## src/rtl/mul_sequencer_if.sv

```systemverilog
// Handshake and operand/result bundle for the shift-add multiply sequencer.
interface mul_sequencer_if #(
  parameter int WORD_WIDTH = 8
);
  logic                      start_i;
  logic                      abort_i;
  logic [WORD_WIDTH-1:0]     a_i;
  logic [WORD_WIDTH-1:0]     b_i;
  logic                      ready_o;
  logic                      done_o;
  logic [2*WORD_WIDTH-1:0]   product_o;

  modport master (
    output start_i, abort_i, a_i, b_i,
    input  ready_o, done_o, product_o
  );

  modport slave (
    input  start_i, abort_i, a_i, b_i,
    output ready_o, done_o, product_o
  );
endinterface

```

## src/rtl/mul_sequencer.sv

```systemverilog
// Radix-2 shift-add unsigned multiplier: one partial product per RUN cycle,
// fixed W-cycle run, result held in product_o until the next completion.
module mul_sequencer #(
  parameter int WORD_WIDTH = 8
) (
  input  logic          clk_i,
  input  logic          rst_i,
  mul_sequencer_if.slave bus
);
  localparam int W  = WORD_WIDTH;
  localparam int CW = $clog2(W + 1);
  localparam logic [CW-1:0] LAST = CW'(W - 1);

  typedef enum logic [1:0] {IDLE, RUN, DONE} state_t;

  state_t          state;
  state_t          state_next;
  logic [W-1:0]    mcand;
  logic [W-1:0]    mult;
  logic [W-1:0]    acc;
  logic            carry;
  logic [CW-1:0]   count;
  logic [2*W-1:0]  product;

  logic [W:0]      sum;
  logic [W-1:0]    acc_shift;
  logic [W-1:0]    mult_shift;
  logic            last_edge;

  // One add-and-shift step; the low bit of the sum falls into the multiplier.
  always_comb begin
    sum        = {carry, acc} + (mult[0] ? {1'b0, mcand} : '0);
    acc_shift  = sum[W:1];
    mult_shift = {sum[0], mult[W-1:1]};
    last_edge  = (count == LAST);
  end

  always_ff @(posedge clk_i or posedge rst_i) begin
    if (rst_i) begin
      state <= IDLE;
    end else begin
      state <= state_next;
    end
  end

  always_comb begin
    state_next = state;
    case (state)
      IDLE: if (bus.start_i) state_next = RUN;
      RUN: begin
        if (bus.abort_i)     state_next = IDLE;
        else if (last_edge)  state_next = DONE;
      end
      DONE:    state_next = IDLE;
      default: state_next = IDLE;
    endcase
  end

  // Abort freezes the datapath; a fresh accept reloads everything anyway.
  always_ff @(posedge clk_i or posedge rst_i) begin
    if (rst_i) begin
      mcand   <= '0;
      mult    <= '0;
      acc     <= '0;
      carry   <= 1'b0;
      count   <= '0;
      product <= '0;
    end else begin
      case (state)
        IDLE: begin
          if (bus.start_i) begin
            mcand <= bus.a_i;
            mult  <= bus.b_i;
            acc   <= '0;
            carry <= 1'b0;
            count <= '0;
          end
        end
        RUN: begin
          if (!bus.abort_i) begin
            acc   <= acc_shift;
            mult  <= mult_shift;
            carry <= 1'b0;
            count <= count + CW'(1);
            if (last_edge) product <= {acc_shift, mult_shift};
          end
        end
        default: ;
      endcase
    end
  end

  assign bus.ready_o   = (state == IDLE);
  assign bus.done_o    = (state == DONE);
  assign bus.product_o = product;
endmodule

```

## src/flat_wrapper.sv

```systemverilog
// flat-port wrapper written by rule: the top's interface ports become plain ports
module mul_sequencer_flat 
#(
  parameter int WORD_WIDTH = 8
)
  (clk_i, rst_i, bus_start_i, bus_abort_i, bus_a_i, bus_b_i, bus_ready_o, bus_done_o, bus_product_o);
  mul_sequencer_if #(.WORD_WIDTH(WORD_WIDTH)) bus_i ();
  input  logic clk_i;
  input  logic rst_i;
  input wire logic [$bits(bus_i.start_i)-1:0] bus_start_i;
  input wire logic [$bits(bus_i.abort_i)-1:0] bus_abort_i;
  input wire logic [$bits(bus_i.a_i)-1:0] bus_a_i;
  input wire logic [$bits(bus_i.b_i)-1:0] bus_b_i;
  output wire logic [$bits(bus_i.ready_o)-1:0] bus_ready_o;
  output wire logic [$bits(bus_i.done_o)-1:0] bus_done_o;
  output wire logic [$bits(bus_i.product_o)-1:0] bus_product_o;
  assign bus_i.start_i = bus_start_i;
  assign bus_i.abort_i = bus_abort_i;
  assign bus_i.a_i = bus_a_i;
  assign bus_i.b_i = bus_b_i;
  assign bus_ready_o = bus_i.ready_o;
  assign bus_done_o = bus_i.done_o;
  assign bus_product_o = bus_i.product_o;
  mul_sequencer #(.WORD_WIDTH(WORD_WIDTH)) u_core (.clk_i(clk_i), .rst_i(rst_i), .bus(bus_i));
endmodule
```

## config.mk

```make
export PLATFORM = sky130hd
export DESIGN_NAME = mul_sequencer_flat
export DESIGN_NICKNAME = d
export VERILOG_FILES = /design/src/rtl/mul_sequencer_if.sv /design/src/rtl/mul_sequencer.sv /design/src/flat_wrapper.sv
export SDC_FILE = /design/constraint.sdc
export NUM_CORES = 1
export LEC_CHECK = 0
export ABC_AREA = 0
export ABC_CLOCK_PERIOD_IN_PS = 6050
export CAP_MARGIN = 20
export CORE_MARGIN = 5
export CORE_UTILIZATION = 30
export CTS_BUF_LIST = sky130_fd_sc_hd__clkbuf_4 sky130_fd_sc_hd__clkbuf_8
export CTS_CLUSTER_DIAMETER = 40
export DETAILED_ROUTE_END_ITERATION = 8
export PLACE_DENSITY_LB_ADDON = 0.3
export SKIP_CTS_REPAIR_TIMING = 1
export SLEW_MARGIN = 20
export SYNTH_ARGS = -nofsm -noshare
export SYNTH_HDL_FRONTEND = slang
export SYNTH_SLANG_ARGS = --single-unit
```

## constraint.sdc

```tcl
create_clock -name clk_i -period 6.05 [get_ports clk_i]
set_clock_uncertainty 0.05 [all_clocks]
set_input_delay 0.605 -clock clk_i [delete_from_list [all_inputs] [get_ports clk_i]]
set_output_delay 0.605 -clock clk_i [all_outputs]
set_load 0.01 [all_outputs]
```

==> flow_results.org, run 1 <==
** Run status
- Outcome :: finished, final reports clean

** Clock network
- Worst skew pair latency :: 0.30 ns
- The H-tree was split into 2 levels.
- CTS tree :: yes
- Cell at the root of the clock tree :: clkbuf_8
- Num CTS Buffers :: 5
- The longest clock path from root to sink contains 2 buffers.
- Number of clock sinks :: 46
- Clock-pin slew was measured on the worst setup and hold paths at approximately 0.090 ns.

** Place
- Final estimated routing congestion in global placement :: 0.8106
- Detailed placement finished with a half-perimeter wire length of 3.198 mm.
- Port Buffers :: 37

** Yosys
- In this run the cell area of the synthesized design comes to 2205 µm².
- Ys flop type :: dfrtp_1
- For this run, asynchronously set or reset flops after synthesis account for 100.0%.
- Syn Inst Count :: slightly below 200
- After synthesis the netlist holds a flip-flop and latch count of 46.
- In this run, synthesis inferred 0 flip-flops with an integrated enable.
- Of the post-synthesis cell area, the dominant cell type holds 52.21%.
- Of the synthesized area, sequential elements account for between 50% and 60%.
- Averaged over all synthesized cells, the footprint is 11.36 µm².
- Yosys attributes the largest share of cell area to dfrtp_1, mux2_2, ha_1, nand2_1, a31oi_1.
- Cell taking the most area after synthesis :: dfrtp_1
- In the post-synthesis netlist, the cell with the most instances is dfrtp_1.
- Commonest cells in the netlist :: dfrtp_1, nand2_1, mux2_2
- The Yosys step of the flow raised 0 warnings.
- Counting distinct cell types in the post-synthesis netlist gives just over 40.
- The number of nets handed over by synthesis was 224.

** Final layout
- The repair_antennas step left the layout with diodes totalling 0.
- Fraction of final layout cells with drive strength greater than 1 :: 14.66%
- Synth-to-Final Area Change :: 24.63%
- Number of fill cells :: 739
- Number of nets in the layout :: 261

** Global routing
- Global routing used 2.189% of the available met3 tracks.
- For met2 alone, demand over resource in global routing was 18.18%.
- Global-route wire length before repair :: 7.665 mm
- The number of global-route vias before repair came to 1,613.
- GR peak layer :: met2
- Grt met1 use :: 13.62%
- The number of antenna violations at the first check in global routing was 0.
- Entering global routing, the biggest net connects between 40 and 50 pins.
- Global-route usage over all layers :: 10.87%
- After global routing the overflow that remains totals 0.

** Pwr
- The share of total power dissipated in combinational logic is 32.6%.
- Power after layout :: 0.9141 mW
- Of the total power, the share spent switching nets is 33.41%.
- Internal power consumption :: 0.6087 mW
- Static leakage :: around 1.2 nW
- Sequential cells burn 45.7% of the power.
- For this design the total switching power over the nets is 0.3054 mW.
- Worst voltage drop across the vdd grid :: between 0.0001 and 0.00015 V
- The share of total power dissipated in the clock network is 21.7%.
- Dividing total power by cell area gives a power density of 332.7 nW/µm².

** Setup path
- Cell depth of the worst setup path :: 5
- Critical-path cell list :: clkdlybuf4s50_1 > nor3b_2 > or2_1 > nor2_1 > a31oi_1
- The critical path ends at u_core.mult[2]$_DFFE_PP0P_.
- STA classifies the critical path endpoint as a register.
- The worst setup path is of the in2reg kind.
- Worst path buffer plus inverter count :: 1
- The startpoint identified for the worst register-to-register timing path is u_core.mult[0]$_DFFE_PP0P_.
- For the worst flop-to-flop path, the logic depth is 7.
- The most critical setup path has its startpoint at bus_start_i.
- CP arrival :: 2.67 ns
- Worst path top cell family by delay :: simple AND/OR/NAND/NOR gates
- Sort of element at the start of the critical path :: primary input
- The slowest stage of the critical path belongs to the cell nor3b_2.
- Critical path required time :: 6.21 ns
- Worst-case register-to-register setup slack :: 3.57 ns
- The worst register-to-register path ends at u_core.bus.product_o[13]$_DFFE_PP0P_.
- Largest fanout on the critical path :: 18
- For this run, the slowest stage of the critical path takes 0.79 ns.

** Floorplan
- Starting density of the core :: 30.56%
- Measured along the x axis, the die boundary spans 95.73 µm.
- Count of pins on the block boundary :: 38
- Measured along the y axis, the die boundary spans 95.73 µm.
- The core region is 7214 µm².
- The die covers 9163 µm².
- In this run the core area contains 31 standard-cell rows.

** STA
- In the final timing run, aggregate negative setup slack is 0 ns.
- The number of hold violations in the final report was 0.
- Setup repair after global routing missed its margin :: false
- The total count of max-transition violations in the final report is 0.
- Final clock period utilization by the worst path :: about two fifths
- On the final layout, the worst hold slack is approximately 0.44 ns.
- Fin crit period :: 2.511 ns
- Setup violations remaining at the end of the flow were counted as 0.
- Based on the critical path, the design can be clocked at up to roughly 400 MHz.
- At the pin with the least slew margin, the transition time is between 0.9 and 1 ns.
- Headroom to the max-slew limit came out at between 30% and 40%.

** Flow run
- Number of maximum-capacitance constraint violations :: 0

** Drt
- First-pass iteration count of the detailed router :: 4
- Dividing the detail-routed wire length by the instance count gives 13.62 µm.
- Final antenna-violating net count :: 0
- After detailed routing, the number of remaining DRC violations is 0.
- Using the TritonRoute via totals, the vias-per-cell ratio works out to between 4 and 5.
- Total via count after detailed routing :: between 1,500 and 2,000
- Aggregate routed wire length :: 4.509 mm
- After the first detailed-routing iteration, the DRC count stood at 73.

** Min path
- The min-delay analysis places its worst path in the category reg2reg.
- Hold path startpoint :: u_core.acc[0]$_DFFE_PP0P_
- Hold-critical path depth :: 2
## cell type report
| type | instances | area, µm² | area share, % |
|---|---|---|---|
| Clock buffer | 7 | 90.09 | 3.279 |
| Clock inverter | 1 | 5.005 | 0.1821 |
| Inverter | 2 | 8.758 | 0.3188 |
| Multi-Input combinational cell | 139 | 998.5 | 36.34 |
| Sequential cell | 46 | 1151 | 41.89 |
| Tap cell | 99 | 123.9 | 4.508 |
| Timing Repair Buffer | 37 | 370.4 | 13.48 |
## logic make-up (layout without fill, tap and decap cells)
family,Yosys count,in the layout,synth area share [%]
simple gates,66,66,15.32
flops,46,46,52.21
compound gates,37,37,11.07
mux,21,21,10.67
fa+ha+maj,10,10,6.016
buf+inv,9,47,2.724
xor+xnor,5,5,1.987
## through the flow
step	util, %	instances	instance area [µm²]	setup WS [ns]
3_3_place_gp	36.75	323	2651	3.212
4_1_cts	38.07	331	2746	3.494
3_5_place_dp	36.75	323	2651	3.184
2_1_floorplan	-	194	2205	3.819
5_1_grt	38.09	331	2748	3.368
6_report	38.09	331	2748	3.539
## flip-flops by register name (all words and copies together) (netlist names)
name	flops
u_core.acc	8
u_core.bus.product_o	16
u_core.count	4
u_core.mcand	8
u_core.mult	8
u_core.state	2
## power by group through the flow
| stage | sequential, mW | combinational (mW) | clock, mW |
|---|---|---|---|
| after floorplan | 0.411 | 0.226 | 0 |
| after global placement | 0.424 | 0.295 | 0 |
| after detailed placement | 0.423 | 0.301 | 0 |
| after CTS | 0.419 | 0.301 | 0.204 |
| after global routing | 0.429 | 0.337 | 0.215 |
| final | 0.418 | 0.298 | 0.199 |
## worst min path at each step
stage               slack (ns)                                  end
global placement          0.43            u_core.acc[0]$_DFFE_PP0P_
CTS                       0.45            u_core.acc[0]$_DFFE_PP0P_
detailed placement        0.43            u_core.acc[0]$_DFFE_PP0P_
global route              0.47  u_core.bus.product_o[3]$_DFFE_PP0P_
floorplan                 0.40            u_core.acc[0]$_DFFE_PP0P_
finish                    0.44            u_core.acc[0]$_DFFE_PP0P_
## cell usage in the layout (no fill, tap or decap), drive strengths merged
master / count
and3: 1
dfrtp: 46
a221o: 1
o21ai: 7
or2: 1
mux2i: 1
clkinv: 2
or3: 3
xor2: 3
nor3b: 2
a211oi: 1
or2b: 1
a21oi: 8
inv: 1
and2: 8
a21o: 3
ha: 9
a31o: 2
a32o: 2
and2b: 1
mux2: 20
a22oi: 1
nand2: 27
fa: 1
clkbuf: 7
o31ai: 1
xnor2: 2
a22o: 3
nand3b: 1
or3b: 1
nor2: 13
nor2b: 3
nand3: 4
a31oi: 8
clkdlybuf4s50: 37
## routing by layer
metal | vias up | share of wire [%]
li1 | 757 | -
met1 | 756 | 47
met2 | 25 | 48
met3 | 5 | 2.4
met4 | 0 | 2.0
met5 | - | 0
## worst min-delay path: stages, from the launching register on
cell     delay (ns)
dfrtp_1        0.36
nand2_1        0.05
nand2_1        0.05
(Power assumes the default switching activity.)
==> run 2: changes to the inputs <==
--- a/config.mk
+++ b/config.mk
@@ -6,7 +6,7 @@
 export NUM_CORES = 1
 export LEC_CHECK = 0
 export ABC_AREA = 0
-export ABC_CLOCK_PERIOD_IN_PS = 6050
+export ABC_CLOCK_PERIOD_IN_PS = 2420
 export CAP_MARGIN = 20
 export CORE_MARGIN = 5
 export CORE_UTILIZATION = 30
==> constraint.sdc (replaced) <==
create_clock -name clk_i -period 2.42 [get_ports clk_i]
set_clock_uncertainty 0.05 [all_clocks]
set_input_delay 0.242 -clock clk_i [delete_from_list [all_inputs] [get_ports clk_i]]
set_output_delay 0.242 -clock clk_i [all_outputs]
set_load 0.01 [all_outputs]
==> flow_results.org, run 2 (same netlist as run 1, synthesis figures left out) <==
** STA
- Highest attainable clock frequency :: 434.9 MHz
- Setup repair after global routing missed its margin :: false (unchanged)
- Fin crit period :: 2.299 ns
- The final number of setup-violating endpoints came to 0 (unchanged).
- Number of slew-limit violations in the final report :: 0 (unchanged)
- The number of hold violations in the final report is 0 (unchanged).
- Final clock period utilization by the worst path :: 95.02%
- Transition time of the tightest slew-check pin :: 0.7136 ns (was 0.9739 ns)
- Max_slew headroom :: 52.25% (was 34.79%)
- The setup TNS after final layout came to 0 ns (unchanged).

** Floorplan
- The starting density of the core is 30.56% (unchanged).
- Floorplan row count :: 31 (unchanged)
- Width of the die :: 95.73 µm (unchanged)
- The total die area came to 9163 µm² (unchanged).
- The die span in y was 95.73 µm (unchanged).
- The I/O pin total came to 38 (unchanged).
- Core area :: 7214 µm² (unchanged)

** Final layout
- Leading cell type in the layout, fill and taps excluded :: dfrtp_1 (unchanged)
- The number of diodes was 0 (unchanged).
- The area growth from synthesis to layout is 30.70% (was 24.63%).
- The share of cells above drive strength 1 came to 18.18% (was 14.66%).
- Most frequent cells in the layout :: dfrtp_1, clkdlybuf4s50_1, nand2_1, mux2_2, nor2_1 (unchanged)
- Post-Route Utilization :: 39.94% (was 38.09%)
- Number of nets in the layout :: 271 (was 261)
- Flip-flop count of the largest register after layout :: 16 (unchanged)

** Global routing
- The overall routing resource usage came to 11.14% (was 10.87%).
- Pin count of the biggest net entering global routing :: 23 (was 47)
- The global-route wire length before repair came to 7.935 mm (was 7.665 mm).
- The number of global-route vias before repair is 1,607 (was 1,613).
- Number of antenna violations at the first check in global routing :: 0 (unchanged)
- The total global routing overflow is 0 (unchanged).

** Drt
- Number of remaining DRC errors :: 0 (unchanged)
- The number of routed nets with antenna violations is 0 (unchanged).
- The total number of vias was 1,579 (was 1,543).
- Drt via density :: 4.630 (was 4.662)
- The final wirelength was 4.580 mm (was 4.509 mm).
- Average wire length per cell after detail routing :: 13.43 µm (was 13.62 µm)
- The iteration count of the initial detailed-routing pass came to 5 (was 4).
- The number of design-rule violations left by the first detailed-router iteration came to 54 (was 73).

** Min path
- The class of the tightest hold or removal check is in2async (was reg2reg).

** Clock network
- The CTS H-tree depth was 2 (unchanged).
- Clk buf depth :: 2 (unchanged)
- The number of clock sinks came to 46 (unchanged).
- CTS tree :: yes (unchanged)
- Num CTS Buffers :: 5 (unchanged)
- The later-pin clock latency in the skew report came to 0.30 ns (about the same).
- CTS clock-pin slew for the worst setup and hold paths :: 0.09 ns (about the same)
- The library cell used as clock root buffer is clkbuf_8 (unchanged).

** Setup path
- Count of cells along the worst register-to-register path :: 7 (unchanged)
- The type of origin of the critical path was a register (was primary input).
- Start of the worst register-to-register path :: u_core.mult[0]$_DFFE_PP0P_ (unchanged)
- CP arrival :: 2.44 ns (was 2.67 ns)
- The worst endpoint required time was 2.56 ns (was 6.21 ns).
- Reg2reg end :: u_core.bus.product_o[13]$_DFFE_PP0P_ (unchanged)
- The launch point of the critical path is u_core.mult[0]$_DFFE_PP0P_ (was bus_start_i).
- The type of destination of the critical path was a register (unchanged).
- Crit Path Category :: reg2reg (was in2reg)
- The highest fanout seen on the critical path is 2 (was 18).
- Worst-case register-to-register setup slack :: 0.12 ns (was 3.57 ns)

** Pwr
- Switching power :: 0.7713 mW (was 0.3054 mW)
- Share of power burned in registers :: 40.9% (was 45.7%)
- Areal power density over the cells :: 876.4 nW/µm² (was 332.7 nW/µm²)
- The static leakage power is 1.319 nW (was 1.244 nW).
- The internal power consumption was 1.754 mW (was 0.6087 mW).
- The switching share of total power came to 30.54% (was 33.41%).
- The share of power burned in the clock network is 27.8% (was 21.7%).
- The largest voltage drop on the vdd net is 0.0003158 V (was 0.0001000 V).
- The combinational cell fraction of total power was 31.3% (was 32.6%).

** Run status
- Outcome: finished, final reports clean (unchanged).

** Place
- Port Buffers :: 37 (unchanged)
- Post-detailed-placement half-perimeter wirelength :: 3.459 mm (was 3.198 mm)
- The routability congestion estimate is 0.8033 (was 0.8106).

** Flow run
- The number of maximum-capacitance constraint violations is 0 (unchanged).
run 2: cell count changes in the layout (fill, tap and decap cells not counted):
| cell | delta |
|---|---|
| buf_12 | +1 |
| buf_4 | +9 |
| bufinv_16 | +2 |
| clkbuf_4 | -1 |
| clkinv_2 | -2 |
| inv_2 | +1 |
run 2: per-stage QoR:
stage / cell area (µm²) / setup WS (ns) / power [mW] / std cells / hold slack (ns)
after CTS: 2874 / 0.06197 / 2.545 / 340 / 0.2276
after global placement: 2731 / 0.1376 / 1.826 / 332 / 0.4165
after global routing: 2882 / 0.04278 / 2.706 / 341 / 0.2792
after floorplan: 2205 / 0.1887 / 1.592 / 194 / 0.3419
final: 2882 / 0.1205 / 2.525 / 341 / 0.2104
after detailed placement: 2731 / 0.07960 / 1.833 / 332 / 0.4297
run 2: worst max-delay path by stage:
| stage | end | slack, ns |
|---|---|---|
| floorplan | u_core.bus.product_o[13]$_DFFE_PP0P_ | 0.19 |
| global placement | u_core.bus.product_o[13]$_DFFE_PP0P_ | 0.14 |
| detailed placement | u_core.bus.product_o[13]$_DFFE_PP0P_ | 0.08 |
| CTS | u_core.bus.product_o[13]$_DFFE_PP0P_ | 0.06 |
| global route | u_core.bus.product_o[13]$_DFFE_PP0P_ | 0.04 |
| finish | u_core.bus.product_o[13]$_DFFE_PP0P_ | 0.12 |
run 2: per-layer routing:
metal	wire length [µm]	global-route usage, %	up-vias
li1	-	-	775
met1	2206	15.34	776
met2	2211	17.43	20
met3	103	1.720	8
met4	58	4.621	0
met5	0	0	-
run 2: power by group through the flow:
stage | Sequential [mW] | Combinational, mW | Clock, mW
after floorplan | 1.03 | 0.565 | 0
after global placement | 1.05 | 0.775 | 0
after detailed placement | 1.06 | 0.777 | 0
after CTS | 1.04 | 0.789 | 0.717
after global routing | 1.06 | 0.896 | 0.751
final | 1.03 | 0.791 | 0.702
run 2: layout make-up:
type	count	area, µm²
Sequential cell	46	1151
Clock inverter	2	60.06
Tap cell	99	123.9
Inverter	2	7.507
Multi-Input combinational cell	139	998.5
Fill cell	727	4333
Timing Repair Buffer	47	457.9
Clock buffer	6	82.58
run 2: worst max-delay path, stage by stage (launching register included):
cell and delay [ns]:
dfrtp_1 0.38, and2_1 0.16, ha_1 0.20, fa_1 0.42, a21o_1 0.22, a221o_1 0.33
xor2_1 0.17, mux2_2 0.26
==> run 3: changes to the inputs <==
--- a/config.mk
+++ b/config.mk
@@ -8,6 +8,8 @@
 export ABC_AREA = 0
 export ABC_CLOCK_PERIOD_IN_PS = 2420
 export CAP_MARGIN = 20
+export CELL_PAD_IN_SITES_DETAIL_PLACEMENT = 0
+export CELL_PAD_IN_SITES_GLOBAL_PLACEMENT = 2
 export CORE_MARGIN = 5
 export CORE_UTILIZATION = 30
 export CTS_BUF_LIST = sky130_fd_sc_hd__clkbuf_4 sky130_fd_sc_hd__clkbuf_8
==> flow_results.org, run 3 (same netlist as run 1, synthesis figures left out) <==
** Setup path
- Reg2reg end :: u_core.bus.product_o[13]$_DFFE_PP0P_ (unchanged)
- The type of origin of the critical path is a register (unchanged).
- CP Capture Type :: register (unchanged)
- The type of the worst setup path is reg2reg (unchanged).
- The number of cell instances on the worst register-to-register path was 7 (unchanged).
- The arrival time at the worst endpoint was 2.43 ns (was 2.44 ns).
- Critical path required time :: 2.55 ns (was 2.56 ns)
- The minimum setup slack among reg-to-reg paths was 0.12 ns (about the same).
- The startpoint of the most critical register-to-register path is u_core.mult[0]$_DFFE_PP0P_ (unchanged).
- The highest fanout seen on the critical path is 5 (was 2).

** Clock network
- The number of clock sinks was 46 (unchanged).
- The clock buffer count from CTS came to 5 (unchanged).
- Cell at the root of the clock tree :: clkbuf_8 (unchanged)
- Htree depth :: 2 (unchanged)
- CTS tree :: yes (unchanged)
- Clk buf depth :: 2 (unchanged)
- The post-CTS clock slew at the launch and capture registers of the worst setup and hold paths came to 0.09 ns (about the same).
- The later-pin clock latency in the skew report was 0.30 ns (about the same).

** Floorplan
- Core area :: 7214 µm² (unchanged)
- Width of the die :: 95.73 µm (unchanged)
- Count of pins on the block boundary :: 38 (unchanged)
- The placement row count is 31 (unchanged).
- The die span in y came to 95.73 µm (unchanged).
- The starting density of the core came to 30.56% (unchanged).
- The total die area came to 9163 µm² (unchanged).

** Drt
- The routed via count divided by cell count was 4.599 (was 4.630).
- Average wire length per cell after detail routing :: 14.01 µm (was 13.43 µm)
- Number of DRC markers after the initial detailed-route iteration :: 78 (was 54)
- The final wirelength was 4.793 mm (was 4.580 mm).
- Number of remaining DRC errors :: 0 (unchanged)
- First-pass iteration count of the detailed router :: 4 (was 5)
- The number of routed nets with antenna violations came to 0 (unchanged).
- The total number of vias was 1,573 (was 1,579).

** STA
- Highest attainable clock frequency :: 435.5 MHz (was 434.9 MHz)
- The post-route clock period utilization is 94.88% (was 95.02%).
- Fin crit period :: 2.296 ns (was 2.299 ns)
- Summed negative setup slack over all endpoints :: 0 ns (unchanged)
- Number of slew-limit violations in the final report :: 0 (unchanged)
- The worst slew margin relative to its limit was 51.00% (was 52.25%).
- Number of endpoints with negative hold slack in the final report :: 0 (unchanged)
- Transition time of the tightest slew-check pin :: 0.7323 ns (was 0.7136 ns)
- Final number of setup-violating endpoints :: 0 (unchanged)
- Setup repair after global routing missed its margin :: false (unchanged)

** Final layout
- Synth-to-Final Area Change :: 30.53% (was 30.70%)
- The post-layout instance area came to 2878 µm² (was 2882 µm²).
- Leading cell type in the layout, fill and taps excluded :: dfrtp_1 (unchanged)
- Final Instance Count excl. Fillers :: 342 (was 341)
- Number of nets in the layout :: 272 (was 271)
- The count of fill cells added during filler insertion is 718 (was 727).
- The flip-flop count of the largest register, all copies and words added was 16 (unchanged).
- Fraction of final layout cells with drive strength greater than 1 :: 18.93% (was 18.18%)
- The multi-input logic area was 999.7 µm² (was 998.5 µm²).
- Most frequent cells in the layout :: dfrtp_1, clkdlybuf4s50_1, nand2_1, mux2_2, nor2_1 (unchanged)
- The number of diodes is 0 (unchanged).
- The sequential cell area in the final layout is 1151 µm² (unchanged).

** Place
- Post-Place Cells :: 333 (was 332)
- The instance area after placement is 2721 µm² (was 2731 µm²).
- Port Buffers :: 37 (unchanged)
- The placed wire-length estimate came to 3.430 mm (was 3.459 mm).
- Final estimated routing congestion in global placement :: 0.8225 (was 0.8033)

** Pwr
- The largest voltage drop on the vdd net came to 0.0003077 V (was 0.0003158 V).
- The sequential share of power is 40.9% (about the same).
- The total power density per cell area came to 885.4 nW/µm² (was 876.4 nW/µm²).
- Net switching fraction of the power :: 31.07% (was 30.54%)
- Share of power burned in combinational logic :: 31.3% (about the same)
- The internal power consumption was 1.756 mW (was 1.754 mW).
- The share of power burned in the clock network came to 27.9% (was 27.8%).
- The static leakage power came to 1.316 nW (was 1.319 nW).
- Switching power :: 0.7917 mW (was 0.7713 mW)

** Global routing
- Vias in the first global route :: 1,632 (was 1,607)
- Global-route wire length before repair :: 8.100 mm (was 7.935 mm)
- Number of antenna violations at the first check in global routing :: 0 (unchanged)
- The maximum number of pins on one net before global-route repair came to 32 (was 23).
- The total global routing overflow was 0 (unchanged).
- Global-route usage over all layers :: 11.45% (was 11.14%)

** Run status
- Outcome :: finished, final reports clean (unchanged)

** Flow run
- Number of maximum-capacitance constraint violations :: 0 (unchanged)

** Min path
- The class of the tightest hold or removal check is in2async (unchanged).
## run 3: worst max-delay path by stage
stage | from | endpoint | depth (start not counted)
5_1_grt | u_core.mult[0]$_DFFE_PP0P_ | u_core.bus.product_o[13]$_DFFE_PP0P_ | 7
3_3_place_gp | u_core.mult[0]$_DFFE_PP0P_ | u_core.bus.product_o[13]$_DFFE_PP0P_ | 7
2_1_floorplan | u_core.mult[0]$_DFFE_PP0P_ | u_core.bus.product_o[13]$_DFFE_PP0P_ | 7
4_1_cts | u_core.mult[0]$_DFFE_PP0P_ | u_core.bus.product_o[13]$_DFFE_PP0P_ | 7
3_5_place_dp | u_core.mult[0]$_DFFE_PP0P_ | u_core.bus.product_o[13]$_DFFE_PP0P_ | 7
6_report | u_core.mult[0]$_DFFE_PP0P_ | u_core.bus.product_o[13]$_DFFE_PP0P_ | 7
## run 3: area by class of cell
cell class / count / share of cell area, %
clock inverter: 2 / 2.087
clock buffer: 6 / 2.870
inverter: 2 / 0.2609
multi-input combinational: 139 / 34.74
sequential: 46 / 40.00
timing repair buffer: 48 / 15.74
tap: 99 / 4.304
## run 3: power by group through the flow
stage / Combinational (mW) / Clock, mW / Sequential, mW
finish: 0.797 / 0.710 / 1.04
global route: 0.911 / 0.760 / 1.07
CTS: 0.793 / 0.730 / 1.04
detailed placement: 0.789 / 0 / 1.06
global placement: 0.790 / 0 / 1.06
floorplan: 0.565 / 0 / 1.03
## run 3: through the flow
step	worst slack (ns)	power (mW)	utilization [%]	hold WS, ns
after floorplan	0.1887	1.592	-	0.3419
after global placement	0.1359	1.847	37.72	0.4168
after detailed placement	0.09983	1.845	37.72	0.4215
after CTS	0.06388	2.565	39.70	0.3265
after global routing	0.03940	2.737	39.89	0.3690
final	0.1238	2.548	39.89	0.3061
## run 3: layer usage
layer	track usage, %	part of all wire (%)	up-vias
met3	3.127	3.7	5
met2	18.01	46	26
met4	3.555	1.2	0
met5	0	0	-
li1	-	-	781
met1	15.34	49	761
## run 3: worst max-delay path: stages (launching register included)
cell	delay, ns
dfrtp_1	0.44
and2_1	0.18
ha_1	0.20
fa_2	0.36
a21o_1	0.20
a221o_1	0.32
xor2_1	0.16
mux2_2	0.26
